===== src/rtl/cpu_pkg.sv =====
// Shared CPU definitions: PC width, fetch FSM state encoding and special opcodes.
package cpu_pkg;

    localparam int PC_WIDTH = 16;

    // Opcode in instr[15:12] that stops fetch when halt support is built in
    localparam logic [3:0] OPC_HLT = 4'hF;

    // Value shown on the decode interface before the first delivery
    localparam logic [15:0] INSTR_NOP = 16'h0000;

    // Fetch FSM states; the encoding is visible on the debug port
    typedef enum logic [1:0] {
        ST_FETCH   = 2'd0,
        ST_WAIT_DS = 2'd1,
        ST_DISCARD = 2'd2,
        ST_HALTED  = 2'd3
    } fetch_state_e;

endpackage


===== src/rtl/addsub_16bit.sv =====
// 16-bit adder/subtractor with a signed overflow flag.
// sub_i=1 computes a_i - b_i as a_i + ~b_i + 1.
module addsub_16bit (
    input  logic [15:0] a_i,
    input  logic [15:0] b_i,
    input  logic        sub_i,
    output logic [15:0] sum_o,
    output logic        ovf_o
);

    logic [15:0] b_eff;

    assign b_eff = sub_i ? ~b_i : b_i;
    assign sum_o = a_i + b_eff + {15'd0, sub_i};
    // Overflow when both operands share a sign that the result does not
    assign ovf_o = (a_i[15] == b_eff[15]) && (sum_o[15] != a_i[15]);

endmodule


===== src/rtl/fetch_unit.sv =====
// Instruction-fetch stage: owns the PC, runs a req/ack handshake to instruction
// memory and hands {instr, pc} to decode over valid/ready.
//
// Handshakes:
//   imem: imem_req rises with imem_addr and both hold until a 1-cycle imem_ack;
//         imem_req is always low for at least one cycle after an ack.
//   decode: a transfer happens on a rising edge where if_valid & if_ready;
//           if_instr/if_pc hold while if_valid is high and not accepted.
//   A redirect pulse outranks everything, including a same-cycle transfer.
//
// Optional feature macro: FETCH_HALT_EN (stop fetching after delivering HLT).
module fetch_unit
    import cpu_pkg::*;
#(
    parameter logic [PC_WIDTH-1:0] RESET_PC    = 16'h0000,
    parameter logic [3:0]          HALT_OPCODE = OPC_HLT
) (
    input  logic                clk,
    input  logic                rst,
    input  logic                redirect_valid,
    input  logic [PC_WIDTH-1:0] redirect_pc,
    output logic                imem_req,
    output logic [PC_WIDTH-1:0] imem_addr,
    input  logic                imem_ack,
    input  logic [15:0]         imem_rdata,
    output logic                if_valid,
    input  logic                if_ready,
    output logic [15:0]         if_instr,
    output logic [PC_WIDTH-1:0] if_pc,
    output logic                halted,
    output logic [1:0]          dbg_state
);

`ifdef FETCH_HALT_EN
    localparam bit HALT_EN = 1'b1;
`else
    localparam bit HALT_EN = 1'b0;
`endif

    fetch_state_e        state_q, state_d;
    logic [PC_WIDTH-1:0] pc_q, pc_d;
    logic [PC_WIDTH-1:0] req_addr_q, req_addr_d;
    logic                imem_req_q, imem_req_d;
    logic                if_valid_q, if_valid_d;
    logic [15:0]         if_instr_q, if_instr_d;
    logic [PC_WIDTH-1:0] if_pc_q, if_pc_d;
    logic                halted_q, halted_d;

    logic [PC_WIDTH-1:0] target;
    logic [PC_WIDTH-1:0] pc_plus2;
    logic                ovf_unused;
    logic                ack_ok;
    logic                xfer;
    logic                rdata_halt;
    logic                held_halt;

    // Branch targets are halfword aligned
    assign target     = {redirect_pc[PC_WIDTH-1:1], 1'b0};
    // An ack only counts while a request is up, so a stray ack after reset is ignored
    assign ack_ok     = imem_ack & imem_req_q;
    assign xfer       = if_valid_q & if_ready;
    assign rdata_halt = HALT_EN && (imem_rdata[15:12] == HALT_OPCODE);
    assign held_halt  = HALT_EN && (if_instr_q[15:12] == HALT_OPCODE);

    addsub_16bit u_pc_inc (
        .a_i   (req_addr_q),
        .b_i   (16'h0002),
        .sub_i (1'b0),
        .sum_o (pc_plus2),
        .ovf_o (ovf_unused)
    );

    // State and datapath registers, asynchronously reset
    always_ff @(posedge clk or posedge rst) begin
        if (rst) begin
            state_q    <= ST_FETCH;
            pc_q       <= RESET_PC;
            req_addr_q <= RESET_PC;
            imem_req_q <= 1'b0;
            if_valid_q <= 1'b0;
            if_instr_q <= INSTR_NOP;
            if_pc_q    <= RESET_PC;
            halted_q   <= 1'b0;
        end else begin
            state_q    <= state_d;
            pc_q       <= pc_d;
            req_addr_q <= req_addr_d;
            imem_req_q <= imem_req_d;
            if_valid_q <= if_valid_d;
            if_instr_q <= if_instr_d;
            if_pc_q    <= if_pc_d;
            halted_q   <= halted_d;
        end
    end

    // Next-state selection; redirect takes precedence in every state
    always_comb begin
        state_d = state_q;
        case (state_q)
            ST_FETCH: begin
                if (redirect_valid) begin
                    // An outstanding request must still be drained
                    if (imem_req_q && !ack_ok) state_d = ST_DISCARD;
                end else if (ack_ok) begin
                    state_d = ST_WAIT_DS;
                end
            end
            ST_WAIT_DS: begin
                if (redirect_valid)  state_d = ST_FETCH;
                else if (xfer)       state_d = held_halt ? ST_HALTED : ST_FETCH;
            end
            ST_DISCARD: begin
                if (ack_ok) state_d = ST_FETCH;
            end
            ST_HALTED: begin
                if (redirect_valid) state_d = ST_FETCH;
            end
            default: state_d = ST_FETCH;
        endcase
    end

    // Next values of the PC, request and decode-side output registers
    always_comb begin
        pc_d       = pc_q;
        req_addr_d = req_addr_q;
        imem_req_d = imem_req_q;
        if_valid_d = if_valid_q;
        if_instr_d = if_instr_q;
        if_pc_d    = if_pc_q;
        halted_d   = halted_q;
        case (state_q)
            ST_FETCH: begin
                if (redirect_valid) begin
                    pc_d = target;
                    if (ack_ok) begin
                        // Data dropped; request line rests one cycle before the target
                        req_addr_d = target;
                        imem_req_d = 1'b0;
                    end else if (!imem_req_q) begin
                        // Nothing in flight yet: simply retarget
                        req_addr_d = target;
                        imem_req_d = 1'b1;
                    end
                end else if (ack_ok) begin
                    if_instr_d = imem_rdata;
                    if_pc_d    = req_addr_q;
                    if_valid_d = 1'b1;
                    imem_req_d = 1'b0;
                    pc_d       = rdata_halt ? req_addr_q : pc_plus2;
                end else begin
                    imem_req_d = 1'b1;
                end
            end
            ST_WAIT_DS: begin
                if (redirect_valid) begin
                    if_valid_d = 1'b0;
                    pc_d       = target;
                    req_addr_d = target;
                    imem_req_d = 1'b1;
                end else if (xfer) begin
                    if_valid_d = 1'b0;
                    if (held_halt) begin
                        halted_d = 1'b1;
                    end else begin
                        req_addr_d = pc_q;
                        imem_req_d = 1'b1;
                    end
                end
            end
            ST_DISCARD: begin
                if (redirect_valid) pc_d = target;
                if (ack_ok) begin
                    req_addr_d = redirect_valid ? target : pc_q;
                    imem_req_d = 1'b0;
                end
            end
            ST_HALTED: begin
                if (redirect_valid) begin
                    halted_d   = 1'b0;
                    pc_d       = target;
                    req_addr_d = target;
                    imem_req_d = 1'b1;
                end
            end
            default: ;
        endcase
    end

    assign imem_req  = imem_req_q;
    assign imem_addr = req_addr_q;
    assign if_valid  = if_valid_q;
    assign if_instr  = if_instr_q;
    assign if_pc     = if_pc_q;
    assign halted    = halted_q;
    assign dbg_state = state_q;

endmodule


===== config.mk =====
export PLATFORM = sky130hd
export DESIGN_NAME = fetch_unit
export DESIGN_NICKNAME = d
export VERILOG_FILES = /design/src/rtl/cpu_pkg.sv /design/src/rtl/addsub_16bit.sv /design/src/rtl/fetch_unit.sv
export SDC_FILE = /design/constraint.sdc
export NUM_CORES = 1
export LEC_CHECK = 0
export CORE_MARGIN = 1
export CORE_UTILIZATION = 49
export DETAILED_ROUTE_END_ITERATION = 6
export GPL_ROUTABILITY_DRIVEN = 0
export GPL_TIMING_DRIVEN = 0
export PLACE_DENSITY = 0.81
export SYNTH_ARGS = -nofsm -noshare
export SYNTH_HDL_FRONTEND = slang
export SYNTH_SLANG_ARGS = --single-unit

===== constraint.sdc =====
create_clock -name clk -period 2.5 [get_ports clk]
set_input_delay 0.5 -clock clk [delete_from_list [all_inputs] [get_ports clk]]
set_output_delay 0.5 -clock clk [all_outputs]
set_load 0.02 [all_outputs]

# ---- Word level (Yosys, flattened, before mapping)
# Index checks and enable logic that the tools add are counted.
dict set report word_totals {
  reg_bits 68
  output_inout_bits 53
}
dict set report classes {
  n_reduce_logical 10
  n_addsub 1
  n_mux 31
  bitwise_logic 3
  n_eq_ne 12
}
# op n
set ops {}
lappend ops {{16-bit two-way mux} 10}
lappend ops {{16-bit one-hot mux with 4 select lines} 1}
lappend ops {{16-bit one-hot mux with 2 select lines} 1}
lappend ops {{16-bit by 2-bit adder with 16-bit output (second input constant)} 1}
lappend ops {{2-bit two-way mux} 7}
lappend ops {{3-bit inequality test (second input constant)} 4}
lappend ops {{2-bit inequality test (second input constant)} 5}
lappend ops {{5-bit AND reduction} 2}
lappend ops {{1-bit two-way mux} 9}
lappend ops {{2-bit one-hot mux with 4 select lines} 1}
lappend ops {{3-bit AND reduction} 2}
lappend ops {{2-bit == test (second input constant)} 2}
lappend ops {{1-bit one-hot mux with 4 select lines} 1}
lappend ops {{4-bit AND reduction} 1}
lappend ops {{3-bit OR reduction} 1}
lappend ops {{1-bit AND} 2}
lappend ops {{2-bit by 1-bit == test with 1-bit output (second input constant)} 1}
lappend ops {{2-bit zero test} 1}
lappend ops {{1-bit one-hot mux with 2 select lines} 1}
lappend ops {{2-bit nonzero test} 1}
lappend ops {{1-bit logical AND} 1}
lappend ops {{1-bit zero test} 1}
lappend ops {{1-bit inverter} 1}

# ---- Logic depth before layout (Yosys ltp)
dict set report logic_depth {
  depth_word 6
  ltp_mapped 9
  depth_no_buf 6
}

# ---- Cells and area by module
# From an unflattened synthesis, not the netlist that was laid out.
dict set report unflattened {
  hier_cells 368
  hier_area_um2 4046.4
}
# mod area_each_um2 instances cells_per_inst seq_area_each_um2
set modules_own_cells {}
lappend modules_own_cells {fetch_unit 3103.0 1 242 1701.6}
lappend modules_own_cells {addsub_16bit 943.4 1 126 0.0}

# ---- Worst setup path after synthesis
# No wires, ideal clock.
dict set report synth_path {
  path_type {reg-to-reg}
  startpoint {reg state_q[0], in the netlist dbg_state[0]}
  endpoint {reg req_addr_q[0], in the netlist imem_addr[0]}
  path_slack_ns 0.567
  setup_time_ns 0.125
  path_buffers 1
  arrival_ns 1.808
  period_less_slack_ns 1.933
  path_stages_with_launch 7
  path_cell_list {dfrtp_1 > inv_1 > ha_1 > a21o_1 > a21oi_4 > buf_6 > mux2_4}
}
dict set report synth_between {
  elab_chain_cells 3
}
# item line
set synth_rtl {}
lappend synth_rtl {{from (decl)} fetch_unit.sv:40} ;# fetch_state_e state_q, state_d;
lappend synth_rtl {{from (signal assigned)} fetch_unit.sv:85} ;# state_q <= state_d;
lappend synth_rtl {{2-bit by 1-bit == test with 1-bit output, or another cell as far along} fetch_unit.sv:131} ;# case (state_q)
lappend synth_rtl {{3-bit inequality test (no source line) or 2-bit inequality test (tied branches)} --}
lappend synth_rtl {{5-bit AND reduction (no source line)} --}
lappend synth_rtl {{to (signal assigned)} fetch_unit.sv:87} ;# req_addr_q <= req_addr_d;
lappend synth_rtl {{to (decl)} fetch_unit.sv:42} ;# logic [PC_WIDTH-1:0] req_addr_q, req_addr_d;
# Several ways; a longest one is shown, not always the timed one.
# A chain may end at the register's enable or synchronous reset.

# ---- Final worst setup path
dict set report layout_path {
  startpoint {reg state_q[1], in the netlist dbg_state[1]}
  endpoint {reg if_pc_q[11], in the netlist if_pc[11]}
}
dict set report layout_between {
  elab_chain_cells 2
}
# item line
set layout_rtl {}
lappend layout_rtl {{2-bit zero test} fetch_unit.sv:131}
lappend layout_rtl {{3-bit AND reduction (no source line)} --}
lappend layout_rtl {{to (signal assigned)} fetch_unit.sv:91} ;# if_pc_q <= if_pc_d;
lappend layout_rtl {{to (decl)} fetch_unit.sv:46} ;# logic [PC_WIDTH-1:0] if_pc_q, if_pc_d;
# No other way between the ends.

==> summary.md <==
| Metric | Value |
|---|---|
| Count of buffers inserted at the top-level ports | 87 |
| Flop and latch count out of synthesis | 68 |
| Share of flip-flops with an asynchronous set or reset | 1.00 |
| Clock period minus worst slack | 2.06 ns |
| Most common flop cell mapped by yosys | sky130_fd_sc_hd__dfrtp_1 |
| RSZ-0062 raised after global routing | no |
| Cell area after synthesis | around 0.0034 mm^2 |
| Most numerous cell types in the synthesized netlist | sky130_fd_sc_hd__nand2_1 (127), sky130_fd_sc_hd__dfrtp_1 (68), sky130_fd_sc_hd__mux2_4 (19) |
| Data arrival time of the critical path | 2.34 ns |
| GR Util All Layers | 0.241 |
| Drt wl/cell | 15.4 um |
| Row count | 29 |
| Fraction of final layout cells with drive strength greater than 1 | 0.144 |
| Worst path required time | 2.78 ns |
| Slack of the worst reg-to-reg path | 0.44 ns |
| Number of clock sinks seen by CTS | 68 |
| Number of distinct library cell variants in the gate-level netlist after synthesis | 35 |
| Worst min-delay path class | reg2reg |
| Antenna Diode Count | 0 |
| Post-layout net count | 482 |
| Mapped Cells | 342 |
| First-pass GRT wire length | 13.3 mm |
| Number of antenna violations at the first check in global routing | 0 |
| Total gr overflow | 0 |
| Pin slew with the least headroom to its limit | 0.817 ns |
| Core occupancy in the finished layout | 0.696 |
| Resized cells post-CTS | 0 |
| Antenna Nets Post-Route | 0 |
| Initial core utilization | 0.520 |
| Clock insertion delay at the later pin of the skew report | 0.34 ns |
| Worst Reg-to-Reg Cells | 7 |
| Global-route met1 utilization | 0.295 |
| Final-report hold violation count | 0 |
| Post-Synthesis Net Count | 384 |
| Total of hold buffers inserted after clock tree synthesis | 0 |
| MaxCap Viol Count | 0 |
| Final setup margin | 0.439 ns |
| Worst slack at placement | 0.229 ns |
| Final Slew Violations | 0 |
| Largest driver fanout on the critical path | 10 |
| Placed wire-length estimate | 5.73 mm |
| Number of design rule violations left after detail routing | 0 |
| Critical setup path kind | reg2reg |
| Number of cells on the worst hold path | 2 |
| Number of synthesized flops with an enable pin | 0 |
| Count of pins on the block boundary | 90 |
| CTS clk-pin slew, worst paths | about 0.07 ns |
| Detailed Route WL | 8.03 mm |
| Max Fclk | just under 500 MHz |
| Proportion of netlist area held by the largest area contributor | 0.501 |
| Detailed-route via count | 2,776 |
| Endpoint type of the worst setup path | flop |
| Static leakage power | 2.13 nW |
| Number of global-route vias before repair | 2,792 |
| Setup TNS | 0 ns |
| Count of warnings emitted by yosys | 0 |
| Areal power density over the cells | 1250 mW/mm^2 |
| Layer with the highest usage after global routing | met2 |
| Die height | 85.2 um |
| Dominant cells by area after synthesis | sky130_fd_sc_hd__dfrtp_1 (50%), sky130_fd_sc_hd__nand2_1 (14%), sky130_fd_sc_hd__mux2_4 (8.4%), sky130_fd_sc_hd__mux2_2 (4.0%), sky130_fd_sc_hd__xor2_1 (2.6%) |
| Average via count per standard cell | 5.32 |
| Part of the Yosys area used for sequential elements | 0.501 |
| Synthesized area per cell | 9.92 um^2 |
| Max rail drop VDD | 0.000860 V |
| Clock tree from TritonCTS | done |
| Worst-case headroom to the max-slew limit | 0.455 |
| Iter 0 DRT Violations | 134 |
| Pin count of the biggest net entering global routing | 69 |
| GR Util met3 | 0.0613 |
| Outcome | finished, final reports clean |
| Clock Path Buffers | 2 |
| Number of buffers inserted by post-CTS setup repair | 0 |
| Die span in x | between 80 and 90 um |
| Number of H-tree branching levels | 3 |
| Router iterations before antenna repair | 4 |
| Area inside the core boundary | 0.00653 mm^2 |
| Cell taking the most area after synthesis | sky130_fd_sc_hd__dfrtp_1 |
| Most numerous cell in the Yosys netlist | sky130_fd_sc_hd__nand2_1 |
| Die Area | around 0.0073 mm^2 |
| Number of buffers inserted during clock tree synthesis | 9 |
| Worst setup skew after layout | 0.00734 ns |
| Startpoint kind of the worst setup timing path | flop |
| Setup violators final | 0 |
| Area Overhead vs Synth | 34.0% |
| Ratio of final minimum period to clock period | 0.824 |
| CTS root buffer | sky130_fd_sc_hd__clkbuf_8 |
| Routing usage on met2 | 0.409 |
-- critical path: stages (launching register included) --
cell and delay [ns]:
sky130_fd_sc_hd__dfrtp_1 0.45, sky130_fd_sc_hd__inv_1 0.11, sky130_fd_sc_hd__ha_1 0.31, sky130_fd_sc_hd__nand3_1 0.26, sky130_fd_sc_hd__nor2_1 0.39, sky130_fd_sc_hd__buf_2 0.32, sky130_fd_sc_hd__nand2_1 0.10, sky130_fd_sc_hd__nand2_1 0.07
-- cell usage in the layout (no fill, tap or decap), types with 8 or more instances in the layout --
cell | netlist | final
sky130_fd_sc_hd__dfrtp_1 | 68 | 68
sky130_fd_sc_hd__buf_2 | 9 | 9
sky130_fd_sc_hd__clkdlybuf4s50_1 | 0 | 87
sky130_fd_sc_hd__mux2_2 | 12 | 12
sky130_fd_sc_hd__clkbuf_8 | 0 | 9
sky130_fd_sc_hd__o21ai_0 | 12 | 12
sky130_fd_sc_hd__xor2_1 | 10 | 10
sky130_fd_sc_hd__o221ai_1 | 8 | 8
sky130_fd_sc_hd__nand2_1 | 127 | 127
sky130_fd_sc_hd__mux2_4 | 19 | 19
sky130_fd_sc_hd__a21oi_1 | 8 | 8
-- sequential cells by signal (all words and copies together) (netlist names) --
name,count
if_instr,16
if_valid,1
dbg_state,2
imem_addr,16
if_pc,16
pc_q,16
imem_req,1
-- layout make-up --
| class | instances | area (um^2) |
|---|---|---|
| Buffer | 20 | 124 |
| Clock buffer | 11 | 131 |
| Clock inverter | 5 | 52.6 |
| Fill cell | 491 | 1980 |
| Inverter | 7 | 28.8 |
| Multi-Input combinational cell | 247 | 1540 |
| Sequential cell | 68 | 1700 |
| Tap cell | 77 | 96.3 |
| Timing Repair Buffer | 87 | 871 |
-- metal layers --
layer	vias to the layer above	routed length, um
li1	1333	-
met1	1346	3440
met2	87	4100
met3	10	382
met4	0	112
met5	-	0
-- power by group --
group          switching [mW]  internal (mW)  total, mW
clock network           0.405          0.456      0.861
logic                    1.39           1.44       2.83
registers               0.421           1.55       1.97
total                    2.22           3.45       5.66
-- path summary, 6_finish.rpt --
kind,start,end
min reg2reg,if_instr[15],if_instr[15]
max reg2reg,dbg_state[1],if_pc[11]
min,if_instr[15],if_instr[15]
min in group asynchronous,rst,if_instr[13]
max,dbg_state[1],if_pc[11]
max in group asynchronous,rst,pc_q[4]
-- logic make-up (layout without fill, tap and decap cells) --
logic type,Yosys count,count (layout),synth area share
AND/OR/NAND/NOR,157,157,0.193
flip-flops,68,68,0.501
AO/OA/AOI/OAI,37,37,0.0752
multiplexers,34,34,0.133
buffers and inverters,27,130,0.0442
XOR/XNOR,13,13,0.0336
adder cells (fa/ha/maj),5,5,0.0184
other,1,1,0.00111
-- stage by stage --
stage | cell area, um^2 | hold slack (ns) | power (mW) | instances
2_1_floorplan | 3390 | 0.501 | 3.64 | 342
3_5_place_dp | 4360 | 0.462 | 4.81 | 506
3_3_place_gp | 4360 | 0.457 | 4.71 | 506
6_report | 4550 | 0.475 | 5.66 | 522
4_1_cts | 4550 | 0.479 | 5.68 | 522
5_1_grt | 4550 | 0.503 | 6.00 | 522
(Power assumes the default switching activity.)
==> variant (config.mk and constraints unchanged) <==
Build with the macro `FETCH_HALT_EN` defined.
--- a/src/rtl/fetch_unit.sv
+++ b/src/rtl/fetch_unit.sv
@@ -9,6 +9,8 @@
 //   A redirect pulse outranks everything, including a same-cycle transfer.
 //
 // Optional feature macro: FETCH_HALT_EN (stop fetching after delivering HLT).
+`define FETCH_HALT_EN
+
 module fetch_unit
     import cpu_pkg::*;
 #(
Check against the original RTL: not equivalent (a bounded check fails within 4 cycles, from zero or initial values and one cycle with rst high).
==> variant against the original RTL <==
- worst setup slack worse by 0.15 ns
- sequential cell count up 1
- synthesized cell count up 4.7%
- power up 4.5%
- routed wire length up 11%
- design area up 3.2%
- clock skew down 0.00068 ns
- count of clock-buffer cells in the layout unchanged
- area after synthesis up 3.7%
- critical path type unchanged
- largest power group unchanged
==> variant: results (changes against the original RTL) <==
grt-ovfl-total: 0  # unchanged
grt_max_degree: 70  # was 69
skew_ns: 0.006658  # was 0.007338 ns
syn_nets: 400  # was 384
outcome: "complete, no violations"  # unchanged
grt_util_met2_pct: 41.20  # was 40.91%
ys_top_cells_by_count: "nand2_1, dfrtp_1, mux2_2"  # was nand2_1, dfrtp_1, mux2_4
grt_pass1_wl_um: 14430  # was 13340 um
routed_wl_um: 8902  # was 8031 um
synth_cell_types: 48  # was 35
globalRouteMet1Util_pct: 33.31  # was 29.49%
synth-xor-area-share_pct: 1.742  # was 3.355%
synth_area_leaders: "dfrtp_1, nand2_1, mux2_2"  # was dfrtp_1, nand2_1, mux2_4
synth_compound_area_share_pct: 10.02  # was 7.522%
synthAdderAreaFrac_pct: 1.777  # was 1.844%
synth_mux_area_share_pct: 12.26  # was 13.27%
drive_gt1_share_pct: 13.48  # was 14.38%
fin_nets: 497  # was 482
max_stage_delay_ns: 0.43  # was 0.45 ns
arrival_ns: 2.44  # was 2.34 ns
initialDrtViolationCount: 213  # was 134
slew_headroom_pct: 42.94  # was 45.50%
rrSetupSlack_ns: 0.29  # was 0.44 ns
vias: 3004  # was 2776
grt_usage_pct: 25.33  # was 24.07%
io_buffers: 86  # was 87
yosysSeqAreaShare_pct: 49.06  # was 50.15%
total_leakage_power_nw: 2.125  # about the same
fillers: 550  # was 491
place_hpwl_um: 6302  # was 5725 um
peakVddDrop_uv: 668.8  # was 860.3 uV
htree_num_levels: 3  # unchanged
use_met3_pct: 6.857  # was 6.128%
## variant: cell type report
cell class / count / area (um^2) / area share [%]
well taps: 96 / 120.1 / 2.559
multi-input cells: 260 / 1642 / 34.97
clock buffers: 11 / 141.4 / 3.012
plain buffers: 22 / 125.1 / 2.665
clock inverters: 5 / 50.05 / 1.066
flip-flops and latches: 69 / 1727 / 36.78
inverters: 7 / 28.78 / 0.6130
repair buffers: 86 / 860.8 / 18.34
## variant: path summary, 6_finish.rpt
| check | from | to | cells past startpoint |
|---|---|---|---|
| min in group asynchronous | rst | if_pc[5] | 2 |
| min reg2reg | if_instr[6] | if_instr[6] | 2 |
| max reg2reg | dbg_state[0] | imem_addr[6] | 6 |
| min | if_instr[6] | if_instr[6] | 2 |
| max | dbg_state[0] | imem_addr[6] | 6 |
| max in group asynchronous | rst | if_instr[4] | 2 |
## variant: where the power goes
| part | total (mW) | leakage (nW) | internal (mW) | switching [mW] |
|---|---|---|---|---|
| Clock | 0.906 | 0.103 | 0.482 | 0.424 |
| Sequential | 1.98 | 0.846 | 1.57 | 0.410 |
| Combinational | 3.03 | 1.18 | 1.52 | 1.51 |
## variant: metal layers
| metal | vias to the layer above | routed length (um) | part of all wire (%) |
|---|---|---|---|
| met4 | 0 | 95 | 1.1 |
| met3 | 12 | 531 | 6.0 |
| met2 | 96 | 4251 | 48 |
| met1 | 1466 | 4023 | 45 |
| li1 | 1430 | - | - |
| met5 | - | 0 | 0 |
## variant: logic make-up after synthesis
| family | Yosys count |
|---|---|
| buffers and inverters | 29 |
| xor gates and xnor gates | 7 |
| AOI/OAI and AO/OA | 54 |
| adders and majority gates | 5 |
| muxes | 36 |
| and+or+nand+nor | 158 |
| DFF | 69 |
## variant: per-stage QoR
step | setup slack (ns) | cells | hold WS, ns | TNS, ns | cell area (um^2)
floorplan | 0.2601 | 358 | 0.4652 | 0 | 3520
global placement | -0.9151 | 540 | 0.4573 | -62.97 | 4501
detailed placement | 0.1181 | 540 | 0.4625 | 0 | 4503
CTS | 0.3229 | 556 | 0.4781 | 0 | 4695
global route | 0.1823 | 556 | 0.5041 | 0 | 4695
finish | 0.2922 | 556 | 0.4784 | 0 | 4695
## variant: worst max-delay path, delay by kind of cell (launching register included)
kind	cells	cell delay, ns
DFF	1	0.43
muxes	2	0.64
buffers and inverters	2	0.42
adders and majority gates	1	0.32
and+or+nand+nor	1	0.28
